**src/rtl/guess_game_ctrl.sv**
```systemverilog
// -----------------------------------------------------------------------------
// guess_game_ctrl
// Sequential controller around a DATA_W-bit magnitude comparator. It holds the
// secret on the comparator Y input and registers each player guess onto the X
// input, then samples the comparator flags one cycle later to produce hints,
// win/lose status and a bounded count of checked guesses.
//
// Ports:
//   clk        rising-edge clock
//   rst_n      asynchronous active-low reset
//   load       pulse: capture secret_in and start a new round (any state)
//   secret_in  secret value
//   submit     pulse: present guess_in (honoured only while ARMED)
//   guess_in   player guess
//   lg/eq/sm   comparator flags: X > Y, X == Y, X < Y
//   x_out      registered guess driven to comparator X
//   y_out      registered secret driven to comparator Y
//   hint_high  last guess too large
//   hint_low   last guess too small
//   win/lose   round outcome, terminal until load or reset
//   tries      completed checked guesses this round
//   busy       high for the single CHECK cycle
//   flag_err   sticky: comparator flags were not one-hot
// -----------------------------------------------------------------------------
module guess_game_ctrl #(
  parameter int DATA_W    = 2,
  parameter int MAX_TRIES = 4,
  parameter int CNT_W     = 3
) (
  input  logic              clk,
  input  logic              rst_n,
  input  logic              load,
  input  logic [DATA_W-1:0] secret_in,
  input  logic              submit,
  input  logic [DATA_W-1:0] guess_in,
  input  logic              lg,
  input  logic              eq,
  input  logic              sm,
  output logic [DATA_W-1:0] x_out,
  output logic [DATA_W-1:0] y_out,
  output logic              hint_high,
  output logic              hint_low,
  output logic              win,
  output logic              lose,
  output logic [CNT_W-1:0]  tries,
  output logic              busy,
  output logic              flag_err
);

  typedef enum logic [2:0] {
    IDLE  = 3'd0,
    ARMED = 3'd1,
    CHECK = 3'd2,
    WIN   = 3'd3,
    LOSE  = 3'd4
  } state_t;

  // True when exactly one of the three comparator flags is asserted.
  function automatic logic flags_onehot(input logic a, input logic b, input logic c);
    return (a & ~b & ~c) | (~a & b & ~c) | (~a & ~b & c);
  endfunction

  state_t              state_q;
  logic [DATA_W-1:0]   x_q;
  logic [DATA_W-1:0]   y_q;
  logic                hint_high_q;
  logic                hint_low_q;
  logic                win_q;
  logic                lose_q;
  logic [CNT_W-1:0]    tries_q;
  logic                busy_q;
  logic                flag_err_q;

  logic [CNT_W-1:0]    tries_d;
  logic                last_try_s;
  logic                onehot_s;

  // Incremented count and the "this wrong guess ends the round" decision.
  // The compare is an unsigned CNT_W-bit compare against MAX_TRIES.
  assign tries_d    = tries_q + CNT_W'(1'b1);
  assign last_try_s = (tries_d == CNT_W'(MAX_TRIES));
  assign onehot_s   = flags_onehot(lg, eq, sm);

  // Round FSM with all outputs registered alongside the state.
  always_ff @(posedge clk or negedge rst_n) begin
    if (!rst_n) begin
      state_q     <= IDLE;
      x_q         <= '0;
      y_q         <= '0;
      hint_high_q <= 1'b0;
      hint_low_q  <= 1'b0;
      win_q       <= 1'b0;
      lose_q      <= 1'b0;
      tries_q     <= '0;
      busy_q      <= 1'b0;
      flag_err_q  <= 1'b0;
    end else if (load) begin
      // load wins over submit and aborts a CHECK in flight; x_q keeps its value.
      state_q     <= ARMED;
      y_q         <= secret_in;
      hint_high_q <= 1'b0;
      hint_low_q  <= 1'b0;
      win_q       <= 1'b0;
      lose_q      <= 1'b0;
      tries_q     <= '0;
      busy_q      <= 1'b0;
      flag_err_q  <= 1'b0;
    end else begin
      case (state_q)
        ARMED: begin
          if (submit) begin
            x_q     <= guess_in;
            busy_q  <= 1'b1;
            state_q <= CHECK;
          end else begin
            busy_q  <= 1'b0;
          end
        end
        CHECK: begin
          // Comparator has settled on the x_q registered one edge earlier.
          busy_q <= 1'b0;
          if (!onehot_s) begin
            flag_err_q  <= 1'b1;
            hint_high_q <= 1'b0;
            hint_low_q  <= 1'b0;
            state_q     <= ARMED;
          end else if (eq) begin
            win_q       <= 1'b1;
            hint_high_q <= 1'b0;
            hint_low_q  <= 1'b0;
            tries_q     <= tries_d;
            state_q     <= WIN;
          end else begin
            hint_high_q <= lg;
            hint_low_q  <= sm;
            tries_q     <= tries_d;
            if (last_try_s) begin
              lose_q  <= 1'b1;
              state_q <= LOSE;
            end else begin
              state_q <= ARMED;
            end
          end
        end
        IDLE, WIN, LOSE: begin
          // Waiting for load; submit is ignored and everything holds.
          busy_q <= 1'b0;
        end
        default: begin
          // Unreachable encodings recover to a safe idle state.
          state_q <= IDLE;
          busy_q  <= 1'b0;
        end
      endcase
    end
  end

  assign x_out     = x_q;
  assign y_out     = y_q;
  assign hint_high = hint_high_q;
  assign hint_low  = hint_low_q;
  assign win       = win_q;
  assign lose      = lose_q;
  assign tries     = tries_q;
  assign busy      = busy_q;
  assign flag_err  = flag_err_q;

endmodule

```
**config.mk**
```make
export PLATFORM = sky130hd
export DESIGN_NAME = guess_game_ctrl
export DESIGN_NICKNAME = d
export VERILOG_FILES = /design/src/rtl/guess_game_ctrl.sv
export SDC_FILE = /design/constraint.sdc
export NUM_CORES = 1
export LEC_CHECK = 0
export ABC_AREA = 1
export BUFFER_PORTS_ARGS = -buffer_cell sky130_fd_sc_hd__clkbuf_2
export CORE_MARGIN = 4
export CORE_UTILIZATION = 43
export CTS_BUF_LIST = sky130_fd_sc_hd__clkbuf_4 sky130_fd_sc_hd__clkbuf_8
export CTS_CLUSTER_SIZE = 28
export DETAILED_ROUTE_END_ITERATION = 6
export PLACE_DENSITY_LB_ADDON = 0.15
export SLEW_MARGIN = 20
export SYNTH_ARGS = -nofsm -noshare
export SYNTH_HDL_FRONTEND = slang
export SYNTH_SLANG_ARGS = --single-unit
```
**constraint.sdc**
```tcl
create_clock -name clk -period 1.1 [get_ports clk]
set_input_delay 0.22 -clock clk [delete_from_list [all_inputs] [get_ports clk]]
set_output_delay 0.22 -clock clk [all_outputs]
set_load 0.03 [all_outputs]
```
### After elaboration in Yosys (flattened, before gate mapping)

Index checks and enable logic that the tools add are counted.

* equal/unequal tests: 9
* multiply operators: 0
* shift operators: 0
* order comparisons: 0
* reduce and logical (&&, ||, !) cells: 12
* bitwise operators: 12
* add/sub/neg operators: 1
* div/mod/pow operators: 0
* muxes and demuxes: 32

Operators with widths (number)
* $mux 3: 8
* $mux 1: 23
* $pmux 3 s3: 1
* $reduce_bool 2->1: 4
* $and 1x1->1: 6
* $eq 3x2->1 const B: 2
* $eq 3x3->1 const B: 2
* $ne 2x2->1 const B: 3
* $reduce_and 2->1: 3
* $reduce_and 3->1: 2
* $not 1->1: 4
* $reduce_and 4->1: 1
* $add 3x1->3 const B: 1
* $eq 3x1->1 const B: 1
* $logic_not 3->1: 1
* $ne 3x3->1 const B: 1
* $reduce_or 3->1: 1
* $or 1x1->1: 2

* latch bits: 0
* bits in writable memories: 0
* register bits: 16
* output and inout port bits: 13
* memories: 0
* bits in read-only memories: 0

### Logic depth before layout (Yosys ltp)

Gate-level depths: netlist of the first run.

* depth after elaboration: 8
* depth in mapped cells: 8

### Least setup slack after synthesis of the first run

OpenSTA, ideal clock, no wires.

* path type: register to register
* start point: reg tries_q[0] (netlist: tries[0])
* end point: reg state_q[0]
* setup time: 0.125 ns
* cell stages (with the launch flop): 9
* arrival: 1.188 ns
* setup slack: -0.213 ns
* cell sequence: dfrtp_1 ha_1 inv_1 nand2_1 nand2_1 nor2_1 nand2_1 nand2_1 nand3_1

* word-level cells in the longest chain between the ends: 7

Ends and longest elaborated chain
* start: declaration: RTL line 70 `logic [CNT_W-1:0] tries_q;`
* start signal: assignment: RTL line 131 `tries_q <= tries_d;`
* start signal: assignment: RTL line 136 `tries_q <= tries_d;`
* $add 3x1->3: RTL line 80 `assign tries_d = tries_q + CNT_W'(1'b1);`
* $eq 3x3->1: RTL line 81 `assign last_try_s = (tries_d == CNT_W'(MAX_TRIES));`
* $mux 3: RTL line 137 `if (last_try_s) begin`
* $mux 3: RTL line 127 `end else if (eq) begin`
* $mux 3: RTL line 122 `if (!onehot_s) begin`
* $pmux 3 s3: RTL line 109 `case (state_q)`
* $mux 3: RTL line 97 `end else if (load) begin`
* end signal: assignment: RTL line 99 `state_q <= ARMED;`
* end signal: assignment: RTL line 114 `state_q <= CHECK;`
* end signal: assignment: RTL line 126 `state_q <= ARMED;`
* end: declaration: RTL line 63 `state_t state_q;`

No other way between the ends.
A chain may end at the register's enable or synchronous reset.

### Worst setup path after layout of the first run

* start point: reg tries_q[1] (netlist: tries[1])
* end point: reg lose_q (netlist: lose)

* word-level cells in the longest chain between the ends: 4

Ends and longest elaborated chain
* $add 3x1->3: RTL line 80
* $eq 3x3->1: RTL line 81
* $reduce_bool 2->1 (no line)
* $reduce_and 4->1 (no line)
* end signal: assignment: RTL line 93 `lose_q <= 1'b0;`
* end signal: assignment: RTL line 104 `lose_q <= 1'b0;`
* end signal: assignment: RTL line 138 `lose_q <= 1'b1;`
* end: declaration: RTL line 69 `logic lose_q;`

No other way between the ends.

==> impl_results.md, run 1 <==
* Slew at the pin with the worst max-slew slack at 412 ps
* Worst setup margin at -95.5 ps
* VDD IR max at around 0.00084 V
* Required time worst endpoint at 1320 ps
* Pre-CTS worst setup slack at -17.0 ps
* Number of remaining DRC errors at 0
* Clock tree sinks at 16
* Area of the die at roughly 2800 um2
* Global-route usage over all layers at between 10% and 20%
* Post-CTS clock slew at the launch and capture registers of the worst setup and hold paths at about 100 ps
* Largest driver fanout on the critical path at 2
* Area after detailed placement at 1030 um2
* Area growth syn-to-layout at 43.9%
* Kind of critical path: register to register
* Wire length after detailed routing at ~1.8 mm
* Cell family with the largest share of critical-path delay: flip-flops
* Unrepaired setup endpoints after global routing: true
* Max Clock Skew at 1.87 ps
* CTS Buffer Depth at 2
* Via count at 740
* Maximum frequency from static timing analysis at 836 MHz
* Total number of yosys warnings at 0
* Total congestion overflow at 0
* Avg Inst Size Synth at 8.76 um2
* Kind of capture point of the worst setup path: register
* Violations in the final reports: negative setup slack
* Util after Layout at between 60% and 70%
* Number of nets in the layout at 147
* Critical-path cell with the highest stage delay: dfrtp_2
* Final min period at 1200 ps
* Global-route wire length before repair at about 2.9 mm
* Cell with the most instances on the worst path: nand2_4
* Count of mapped cells out of synthesis at 97
* Clk root buf: clkbuf_4
* GR Util met2 at between 20% and 30%
* Layout cells sized above 1 at 51.1%
* Cell area power density at around 1200 nW/um2
* Worst min-delay path category: primary input to register
* Largest incremental delay on the critical path at about 430 ps
* Flip-flop and latch count after synthesis at 16
* Initial Utilization at a little under half
* Number of port buffers at 23
* Via count of the first global-routing pass at 725
* Cell Area, Synth at 850 um2
* Worst path depth at 7
* Number of buffers added by the clock tree synthesis step at 3
* Share of synthesized area occupied by flip-flops and latches at a little under half
* Number of rows created at floorplan at 15
* Number of top-level pins at 24
* Status: finished, violations left
* Setup violation total in the final timing report at 5
* Maximum level of the CTS H-tree at 1
* Met3 GRT Util at approximately 3.7%
* Number of iterations in the first detailed-routing pass at 3
* Hold-critical path depth at 3
* Max transition margin at about 73%
* Largest net degree at the start of global routing at 17
* Gp weighted congestion at between 0.8 and 0.9
* Die height at 52.5 um
* Worst path arrival time at around 1400 ps
* Routing usage on met1 at approximately 17%
* Core region area at around 1800 um2
* Number of antenna violations at the first check in global routing at 0
* Setup TNS at -450 ps
* Buffering stage count on the worst path with inverters included at 1
* Total of fill cells in the finished design at 154
* Detail Route Antenna Nets at 0
* Pins over their slew limit at 0
* Diode count at 0
* Clock network latency to the later pin of the worst-skew pair at 280 ps
* Area of all placed cells without fillers at roughly 1200 um2
* Leakage Power at between 0.6 and 0.7 nW
* Depth of the most critical reg-to-reg path at 7
* Total nets after synthesis at 110
* Most utilized layer in the global route result: met2
* Worst-path cell chain: buf_6 > ha_4 > nand2_4 > nand2_4 > nor2_4 > nand3_2 > a21oi_2
* Post-synthesis cell type count at 23
* Horizontal die dimension at about 52 um
* TritonCTS clock tree: done
* Routed wire length per instance at approximately 12 um
* Maxcap violations at 0
* Type of element launching the critical path: register
* Fin crit share at 109%
* Detailed placement HPWL at 1.32 mm
* Detailed router's first-iteration violation count at 12
* Via density per instance at 4.68
* Count of endpoints failing hold in the final timing report at 0
## kinds of logic (layout without fill, tap and decap cells)
| family | count (synthesis) | after routing | synth area share, % |
|---|---|---|---|
| AOI/OAI and AO/OA | 6 | 6 | 4.71 |
| adders and majority gates | 2 | 2 | 2.95 |
| buffers and inverters | 14 | 50 | 7.66 |
| DFF | 16 | 16 | 47.1 |
| and+or+nand+nor | 59 | 59 | 37.6 |
## where the power goes
group	total (mW)	internal [mW]	switching (mW)
Clock	0.395	0.201	0.193
Combinational	0.442	0.170	0.272
Sequential	0.674	0.641	0.0336
Total	1.51	1.01	0.499
## cell usage after synthesis, drive strengths merged
| master | number | area [um2] |
|---|---|---|
| ha | 2 | 25.0 |
| nand4 | 2 | 12.5 |
| o21ai | 2 | 13.8 |
| buf | 1 | 11.3 |
| inv | 13 | 53.8 |
| o31ai | 1 | 7.51 |
| nand3 | 12 | 90.1 |
| nand3b | 1 | 7.51 |
| a21oi | 3 | 18.8 |
| nor2 | 5 | 36.3 |
| nand2 | 38 | 168 |
| nor3 | 1 | 5.00 |
| dfrtp | 16 | 400 |
## through the flow
step	instances	hold slack, ps	power [mW]
global route	158	146	1.60
CTS	155	128	1.45
finish	158	134	1.51
global placement	147	166	1.04
floorplan	97	-75.6	0.937
detailed placement	147	166	1.05
## layer usage
| metal | vias to the layer above | wire (um) |
|---|---|---|
| li1 | 379 | - |
| met2 | 13 | 960 |
| met3 | 2 | 91 |
| met4 | 0 | 11 |
| met1 | 346 | 786 |
| met5 | - | 0 |
## worst reg2reg max path, stage by stage (launching register included)
cell and delay (ps):
dfrtp_2 430, buf_6 130, ha_4 160, nand2_4 60
nand2_4 50, nor2_4 80, nand3_2 100, a21oi_2 120
## cells in the final DEF (no fill, tap or decap), drive strengths merged
cell type | netlist | layout
nand2 | 38 | 38
a21oi | 3 | 3
buf | 1 | 21
ha | 2 | 2
dfrtp | 16 | 16
nand4 | 2 | 2
inv | 13 | 13
nor2 | 5 | 5
o21ai | 2 | 2
nor3 | 1 | 1
nand3b | 1 | 1
nand3 | 12 | 12
dlygate4sd3 | 0 | 1
clkbuf | 0 | 15
o31ai | 1 | 1
## final timing paths
path,startpoint,end,slack [ps]
setup / recovery,tries[1],lose,-100
min in group asynchronous,rst_n,hint_low,390
hold reg to reg,x_out[0],x_out[0],490
max in group asynchronous,rst_n,state_q[2],400
hold / removal,guess_in[1],x_out[1],130
setup reg to reg,tries[1],lose,-100
## registers in the layout, indices dropped and copies added, names as in the netlist
register	cells
hint_low	1
busy	1
x_out	2
y_out	2
tries	3
state_q	3
lose	1
flag_err	1
win	1
hint_high	1
## what timing repair did
item	4_1_cts	5_1_grt
pin swaps	0	2
resized for setup	7	43
setup endpoints to repair	6	23
hold endpoints to repair	16	0
setup buffers	3	3
hold buffers	1	0
## layout make-up
type | count | area [um2] | area share (%)
inverter | 13 | 53.8 | 4.40
timing repair buffer | 33 | 255 | 20.9
sequential | 16 | 404 | 33.1
tap | 25 | 31.3 | 2.56
clock buffer | 4 | 36.3 | 2.97
multi-input combinational | 67 | 442 | 36.1
No activity file was read; power rests on OpenSTA's default activity.
==> inputs of run 2 (changes only) <==
--- a/config.mk
+++ b/config.mk
@@ -12,8 +12,8 @@
 export CTS_BUF_LIST = sky130_fd_sc_hd__clkbuf_4 sky130_fd_sc_hd__clkbuf_8
 export CTS_CLUSTER_SIZE = 28
 export DETAILED_ROUTE_END_ITERATION = 6
-export PLACE_DENSITY_LB_ADDON = 0.15
-export SLEW_MARGIN = 20
+export PLACE_DENSITY = 0.71
+export SLEW_MARGIN = 25
 export SYNTH_ARGS = -nofsm -noshare
 export SYNTH_HDL_FRONTEND = slang
 export SYNTH_SLANG_ARGS = --single-unit
==> impl_results.md, run 2 (synthesis results as in run 1) <==
* CTS Buffer Depth at 2
* Count of endpoints failing hold in the final timing report at 0
* Final min period at between 1000 and 1500 ps
* Total area of multi-input combinational cells at between 400 and 500 um2
* Required time worst endpoint at 1330 ps
* Max transition margin at roughly three quarters
* Area after detailed placement at between 1000 and 1500 um2
* Number of iterations in the first detailed-routing pass at 4
* Routed wire length per instance at approximately 13 um
* Maximum level of the CTS H-tree at 1
* Number of antenna violations at the first check in global routing at 0
* Kind of capture point of the worst setup path: register
* Total congestion overflow at 0
* Global-route wire length before repair at ~3.1 mm
* Global-route usage over all layers at ~15%
* Worst reg2reg setup slack at -130 ps
* Die height at 52.5 um
* Most frequent standard cell in the layout excluding fill and tap cells: nand2_1
* Clk root buf: clkbuf_4
* Via density per instance at roughly 4.9
* Leakage Power at around 0.7 nW
* Wire length after detailed routing at 2.17 mm
* Number of buffers added by the clock tree synthesis step at 3
* Diode count at 0
* Status: finished, violations left
* Unrepaired setup endpoints after global routing: true
* Total of fill cells in the finished design at approximately 140
* Via count of the first global-routing pass at around 740
* VDD IR max at approximately 0.00073 V
* Type of element launching the critical path: register
* Pins over their slew limit at 0
* Cell area power density at approximately 1200 nW/um2
* Clock tree sinks at 16
* Post-CTS clock slew at the launch and capture registers of the worst setup and hold paths at ~100 ps
* Clock power share at a little over a quarter
* Max Clock Skew at between 7 and 8 ps
* Detail Route Antenna Nets at 0
* Largest net degree at the start of global routing at 17
* Clock network latency to the later pin of the worst-skew pair at roughly 290 ps
* Gp weighted congestion at roughly 0.8
* Layout cells sized above 1 at around 56%
* Area of all placed cells without fillers at 1300 um2
* Critical-path cell with the highest stage delay: dfrtp_2
* Reported net switching power at slightly above 500 uW
* TritonCTS clock tree: done
* Cell with the most instances on the worst path: nand2_4
* Power share of the sequential group at between 40% and 50%
* Worst-path cell chain: buf_6 > ha_4 > nand2_4 > nand2_4 > nor2_4 > nand3_2 > a21oi_2
* Area of the die at 2750 um2
* Leading cell types in the layout, fill and taps excluded: nand2_1 (26), buf_4 (16), dfrtp_1 (14), clkbuf_2 (12), nand3_1 (8)
* Worst path arrival time at about 1500 ps
* Setup violation total in the final timing report at 7
* Initial Utilization at a little under half
* Largest incremental delay on the critical path at between 400 and 500 ps
* Number of port buffers at 23
* Maximum frequency from static timing analysis at ~800 MHz
* Core region area at 1800 um2
* Via count at 807
* Kind of critical path: register to register
* Detailed router's first-iteration violation count at 9
* Number of nets in the layout at 154
* Pre-CTS worst setup slack at -9.95 ps
* Number of rows created at floorplan at 15
* Slew at the pin with the worst max-slew slack at between 300 and 400 ps
* Internal cell power at about 1.0 mW
* Largest driver fanout on the critical path at 2
* Maxcap violations at 0
* Detailed placement HPWL at about 1.3 mm
* Switching Share at 33.8%
* Fin crit share at 111%
* Number of remaining DRC errors at 0
* Number of top-level pins at 24
* Violations in the final reports: negative setup slack
* Worst min-delay path category: primary input to register
* Proportion of power drawn by combinational gates at between 20 and 30%
* Storage cell area at 403 um2
* Worst setup margin at -125 ps
* Horizontal die dimension at about 52 um
* Area growth syn-to-layout at 53.5%
[run 2: cell count changes in the layout (fill, tap and decap cells not counted), sizes merged]
cell / change
buf: +4
clkbuf: +3
[run 2: path summary, 6_finish.rpt]
path                            depth (start not counted)       end         start
worst max-delay path                                    7      lose      tries[1]
worst min-delay path                                    3  y_out[1]  secret_in[1]
worst max register to register                          7      lose      tries[1]
worst min register to register                          2  x_out[1]      x_out[1]
max in group asynchronous                               2  tries[0]         rst_n
min in group asynchronous                               2  hint_low         rst_n
[run 2: routing by layer]
layer | part of all wire (%) | wire length (um) | vias to the layer above | track usage, %
met2 | 55 | 1200 | 17 | 25.8
met1 | 41 | 885 | 390 | 18.5
li1 | - | - | 396 | -
met5 | 0 | 0 | - | 0
met3 | 3.1 | 67 | 4 | 2.85
met4 | 0.92 | 20 | 0 | 6.38
[run 2: repair_timing]
action,4_1_cts,5_1_grt
hold buffers,1,0
buffers inserted,4,9
resized for setup,13,42
endpoints found under the setup margin,6,20
pin swaps,5,5
endpoints found under the hold margin,16,0
[run 2: area by class of cell]
cell class                      count  share of cell area, %
Sequential cell                    16                   30.9
Multi-Input combinational cell     67                   35.7
Inverter                           13                   4.13
Clock buffer                        4                   2.78
Timing Repair Buffer               40                   24.1
Tap cell                           25                   2.40
[run 2: power groups by stage]
stage	registers [mW]	logic (mW)	clock network (mW)
2_1_floorplan	0.763	0.174	0
3_3_place_gp	0.682	0.356	0
3_5_place_dp	0.684	0.361	0
4_1_cts	0.672	0.378	0.408
5_1_grt	0.684	0.506	0.438
6_report	0.679	0.458	0.401
[run 2: worst max-delay path, delay by kind of cell, from the launching register on]
kind	cells	cell delay, ps
DFF	1	430
buffers and inverters	1	120
adders and majority gates	1	160
and+or+nand+nor	4	300
AOI/OAI and AO/OA	1	150
[run 2: metrics by stage]
stage / TNS [ps] / util [%] / instances / hold WS [ps] / total power [mW]
floorplan: -188 / - / 97 / -75.6 / 0.937
global placement: 0 / 57.0 / 147 / 165 / 1.04
detailed placement: -16.5 / 57.0 / 147 / 165 / 1.05
CTS: -539 / 63.9 / 156 / 115 / 1.46
global route: -1630 / 72.4 / 165 / 145 / 1.63
finish: -611 / 72.4 / 165 / 128 / 1.54
